===== src/rtl/writeback_select_unit.sv =====
// Writeback-stage selector: picks ALU / load / PC+4 / immediate, extracts and extends
// load data, and issues a one-cycle register-file write pulse; waits on slow loads with a timeout.
module writeback_select_unit #(
    parameter int XLEN    = 32,
    parameter int OFF_W   = 2,
    parameter int TIMEOUT = 16
) (
    input  logic              clk,
    input  logic              rst,
    input  logic              in_valid,
    output logic              in_ready,
    input  logic [1:0]        wb_sel,
    input  logic [XLEN-1:0]   alu_output,
    input  logic [XLEN-1:0]   mem_rdata,
    input  logic              mem_rvalid,
    input  logic [XLEN-1:0]   pc_plus4,
    input  logic [XLEN-1:0]   imm_value,
    input  logic [1:0]        load_size,
    input  logic              load_unsigned,
    input  logic [OFF_W-1:0]  byte_offset,
    input  logic [4:0]        rd_addr,
    input  logic              reg_write,
    output logic [XLEN-1:0]   processor_output,
    output logic              wb_valid,
    output logic [4:0]        wb_rd,
    output logic              wb_we,
    output logic              stall,
    output logic              mem_err
);

    typedef enum logic {IDLE, WAIT_MEM} state_t;

    state_t            state, state_nxt;
    logic [7:0]        cnt;
    logic              accept, done, abort, latch;
    logic [XLEN-1:0]   done_data;
    logic [4:0]        done_rd;
    logic              done_we;

    // Load fields held while waiting for a multi-cycle memory response
    logic [1:0]        ld_size_p0;
    logic              ld_uns_p0;
    logic [OFF_W-1:0]  ld_off_p0;
    logic [4:0]        ld_rd_p0;
    logic              ld_we_p0;

    function automatic logic [XLEN-1:0] extract(input logic [XLEN-1:0] d,
                                                input logic [1:0] sz,
                                                input logic uns,
                                                input logic [OFF_W-1:0] off);
        logic [7:0]      b;
        logic [15:0]     h;
        logic [31:0]     w;
        logic            wsel;
        logic [XLEN-1:0] r;
        b    = 8'(d >> {off, 3'b000});
        h    = 16'(d >> {off[OFF_W-1:1], 4'b0000});
        wsel = (XLEN == 64) ? off[OFF_W-1] : 1'b0;
        w    = 32'(d >> {wsel, 5'b00000});
        case (sz)
            2'b00:   r = uns ? XLEN'(b) : XLEN'($signed(b));
            2'b01:   r = uns ? XLEN'(h) : XLEN'($signed(h));
            default: r = uns ? XLEN'(w) : XLEN'($signed(w));
        endcase
        if (sz == 2'b11 && XLEN == 64) r = d;
        return r;
    endfunction

    assign in_ready = (state == IDLE);
    assign stall    = (state == WAIT_MEM);
    assign accept   = in_valid && in_ready;

    always_ff @(posedge clk or posedge rst) begin
        if (rst) state <= IDLE;
        else     state <= state_nxt;
    end

    always_comb begin
        state_nxt = state;
        done      = 1'b0;
        abort     = 1'b0;
        latch     = 1'b0;
        done_data = '0;
        done_rd   = ld_rd_p0;
        done_we   = 1'b0;
        case (state)
            IDLE: begin
                if (accept) begin
                    if (wb_sel != 2'b00 || mem_rvalid) begin
                        done    = 1'b1;
                        done_rd = rd_addr;
                        done_we = reg_write && (rd_addr != 5'd0);
                        case (wb_sel)
                            2'b01:   done_data = alu_output;
                            2'b10:   done_data = pc_plus4;
                            2'b11:   done_data = imm_value;
                            default: done_data = extract(mem_rdata, load_size, load_unsigned, byte_offset);
                        endcase
                    end else begin
                        latch     = 1'b1;
                        state_nxt = WAIT_MEM;
                    end
                end
            end
            WAIT_MEM: begin
                // A response on the final allowed cycle takes priority over the timeout
                if (mem_rvalid) begin
                    done      = 1'b1;
                    done_we   = ld_we_p0;
                    done_data = extract(mem_rdata, ld_size_p0, ld_uns_p0, ld_off_p0);
                    state_nxt = IDLE;
                end else if (cnt == 8'(TIMEOUT - 1)) begin
                    abort     = 1'b1;
                    state_nxt = IDLE;
                end
            end
            default: state_nxt = IDLE;
        endcase
    end

    always_ff @(posedge clk or posedge rst) begin
        if (rst)                   cnt <= '0;
        else if (latch)            cnt <= '0;
        else if (state == WAIT_MEM) cnt <= cnt + 8'd1;
    end

    always_ff @(posedge clk) begin
        if (latch) begin
            ld_size_p0 <= load_size;
            ld_uns_p0  <= load_unsigned;
            ld_off_p0  <= byte_offset;
            ld_rd_p0   <= rd_addr;
            ld_we_p0   <= reg_write && (rd_addr != 5'd0);
        end
    end

    // Writeback register stage
    always_ff @(posedge clk or posedge rst) begin
        if (rst) begin
            processor_output <= '0;
            wb_valid         <= 1'b0;
            wb_rd            <= 5'd0;
            wb_we            <= 1'b0;
            mem_err          <= 1'b0;
        end else begin
            wb_valid <= done || abort;
            wb_we    <= done && done_we;
            mem_err  <= abort;
            if (done || abort) wb_rd <= done_rd;
            if (done)       processor_output <= done_data;
            else if (abort) processor_output <= '0;
        end
    end

endmodule


===== config.mk =====
export PLATFORM = sky130hd
export DESIGN_NAME = writeback_select_unit
export DESIGN_NICKNAME = d
export VERILOG_FILES = /design/src/rtl/writeback_select_unit.sv
export SDC_FILE = /design/constraint.sdc
export NUM_CORES = 1
export LEC_CHECK = 0
export ABC_AREA = 1
export BUFFER_PORTS_ARGS = -buffer_cell sky130_fd_sc_hd__buf_4
export CAP_MARGIN = 0
export CORE_ASPECT_RATIO = 1.2
export CORE_MARGIN = 2
export CORE_UTILIZATION = 40
export DETAILED_ROUTE_END_ITERATION = 16
export HOLD_SLACK_MARGIN = 0.02
export PLACE_DENSITY = 0.74
export SYNTH_ARGS = -nofsm -noshare
export SYNTH_HDL_FRONTEND = slang
export SYNTH_SLANG_ARGS = --single-unit

===== constraint.sdc =====
create_clock -name clk -period 2.05 [get_ports clk]
set_input_delay 0.3075 -clock clk [delete_from_list [all_inputs] [get_ports clk]]
set_output_delay 0.3075 -clock clk [all_outputs]
set_load 0.1 [all_outputs]

==> impl_results.md <==
* Vias in the first global route at roughly 5700
* Final Hold Violating Endpoints at 0
* Ant. Diodes at 0
* Placement Cell Area at around 6500 um^2
* Routed vias/inst at between 5 and 6
* Syn Area/Cell at approximately 6.3 um^2
* Post-synth cell types at 32
* Yosys top cell area share at 0.251
* Initial Util at 0.407
* Largest net degree at the start of global routing at 33
* Syn nets at 926
* Die width at roughly 100 um
* Syn. warnings at 0
* Final Critical Period at between 1.5 and 2 ns
* Sequential area share after synthesis at 0.319
* Asr flop ratio synth at 0.817
* PortBufs at between 150 and 200
* Clk pwr share at 0.279
* Setup TNS Final at 0 ns
* Post-CTS Setup Inserts at 0
* Net Switching at approximately 2.4 mW
* Peak Freq at between 500 and 600 MHz
* Post-Syn Instances at between 700 and 800
* Post-synth EDFFs at 11
* Sink Count at 60
* TritonCTS clock tree: built
* DIE AREA at approximately 13000 um^2
* Status: complete, no violations
* Antenna viol nets, final at 0
* Post-CTS sizing at 0
* HP Start: load_unsigned
* Most common cell after layout, fill and taps aside: nand2_1
* Io pins at 187
* Slew HR at 0.581
* Initial antenna violation count at 0
* Hold-fix buffers at CTS at 1
* Die H at ~130 um
* Cell Pwr Density at about 760 nW/um^2
* Final critical-path share of the clock period at 0.889
* Overflow after GRT at 0
* Design Area, Final at 6810 um^2
* Clock latency on the worst-skew pair at around 0.35 ns
* Nets at around 1100
* Gate power share at 0.433
* Final Slew Violations at 0
* CTS Buf Count at 9
* Vias at roughly 6100
* Worst Skew at around 0.0077 ns
* Core footprint at between 10000 and 15000 um^2
* RR Startpoint: cnt[0]
* CP Launch Point: cnt[0]
* Clock root cell: clkbuf_16
* Hold depth at 1
* CP Data Arrival Time at around 2.1 ns
* Crit. End Element: register
* 1st-iter DRT viols at 572
* HP Class: input port to register
* # rows at between 40 and 50
* WL final at 19.5 mm
* # setup viols final at 0
* Req. time, crit path at ~2.3 ns
* Synth Flop Type: dfrtp_1
* Max FO, Critical Path at 30
* Total internal power at ~2.8 mW
* Maximum buffer depth of the clock tree at 2
* Fraction of layout instances using a drive strength above 1 at 0.275
* Post-route DRC violation count at 0
* First-pass GRT wire length at approximately 30 mm
* Area delta synth->final at 39.4%
* Slew @ Worst Pin at ~0.63 ns
* Drt pass-1 iters at 6
* Reg2reg path depth at 10
* Final Wtd Congestion at ~0.97
* RSZ-0062 raised after global routing: false
* Static leakage at about 3.4 nW
* Yosys reg bits at 60
* Synth area leaders: dfrtp_1 (25%), nand2_1 (22%), o21ai_0 (8.0%), edfxtp_1 (6.8%), nand3_1 (6.6%)
* Routed WL per cell at approximately 17 um
* Crit path kind: register to register
* Post-Synthesis Cell Area at 4890 um^2
* Peak supply drop at between 0.5 and 0.6 mV
* Clock slew seen by the registers of the worst setup and hold paths at around 0.060 ns
* Share of power burned in registers at 0.288
* Post-synth top area cell: dfrtp_1
* H-tree depth at 3
* Worst setup SP type: register
* GRT Util Overall at 0.295
* Max-cap violation count at 0
* Post-detail-place hpwl at approximately 15 mm
* Sw Ratio at 0.458
* Commonest cells after routing, fill and taps aside: nand2_1 (285), buf_4 (208), o21ai_0 (78)
==> routing by layer <==
layer | vias to the layer above | GRT usage | share of wire
met5 | - | 0 | 0
met4 | 0 | 0.119 | 0.035
met3 | 46 | 0.0547 | 0.070
met2 | 257 | 0.523 | 0.51
met1 | 2834 | 0.348 | 0.38
li1 | 2958 | - | -
==> cells in the mapped netlist (15+ instances only) <==
cell / n
inv_1: 57
buf_2: 15
nand2_1: 286
a21oi_1: 25
nand4_1: 22
nand3_1: 64
dfrtp_1: 49
a31oi_1: 33
nor2_1: 40
o211ai_1: 27
clkbuf_1: 23
o21ai_0: 78
==> stage by stage <==
| step | hold WS [ns] | instances | power, mW | util | setup slack (ns) |
|---|---|---|---|---|---|
| after floorplan | 0.406 | 780 | 3.04 | - | 0.0361 |
| after global placement | 0.377 | 1107 | 3.74 | 0.543 | 0.298 |
| after detailed placement | 0.377 | 1107 | 3.75 | 0.543 | 0.214 |
| after CTS | 0.144 | 1124 | 5.19 | 0.567 | 0.234 |
| after global routing | 0.147 | 1124 | 5.38 | 0.567 | 0.0733 |
| final | 0.146 | 1124 | 5.19 | 0.567 | 0.228 |
==> logic make-up after synthesis <==
logic type,count (synthesis),synth area share
DFF,60,0.319
AOI/OAI and AO/OA,169,0.200
and+or+nand+nor,432,0.376
buffers and inverters,118,0.103
adders and majority gates,1,0.00256
==> area by class of cell <==
class                   instances  area, um^2
multi-input cells             602        2840
well taps                     161         201
inverters                      72         280
fillers                      1198        5190
clock buffers                   9         225
clock inverters                 7        52.6
repair buffers                213        1650
flip-flops and latches         60        1560
==> worst max-delay path, stage by stage, from the launching register on <==
cell and delay [ns]:
dfrtp_1 0.40, ha_1 0.23, nand3_1 0.11, nor2_1 0.06
nand4_1 0.13, nand2_2 0.08, inv_2 0.44, nand2_1 0.12
nand2_1 0.10, inv_2 0.03, nand2_1 0.05
==> power by group through the flow <==
stage / Combinational, mW / Sequential, mW / Clock, mW
6_report: 2.25 / 1.50 / 1.44
5_1_grt: 2.37 / 1.52 / 1.50
4_1_cts: 2.24 / 1.49 / 1.45
3_5_place_dp: 2.24 / 1.51 / 0
3_3_place_gp: 2.22 / 1.52 / 0
2_1_floorplan: 0.578 / 2.46 / 0
==> flip-flops by register name, summed over array words and instances, names as in the netlist <==
| name | cells |
|---|---|
| processor_output | 32 |
| cnt | 8 |
| ld_rd_p0 | 5 |
| wb_rd | 5 |
| ld_off_p0 | 2 |
| ld_size_p0 | 2 |
| ld_uns_p0 | 1 |
| ld_we_p0 | 1 |
| mem_err | 1 |
| stall | 1 |
| wb_valid | 1 |
| wb_we | 1 |
==> worst paths after layout <==
kind,endpoint,slack (ns)
max,processor_output[3],0.23
min,ld_uns_p0,0.15
max reg2reg,processor_output[3],0.23
min reg2reg,wb_we,0.47
max in group asynchronous,processor_output[18],0.95
min in group asynchronous,processor_output[7],0.56
No activity file was read; power rests on OpenSTA's default activity.
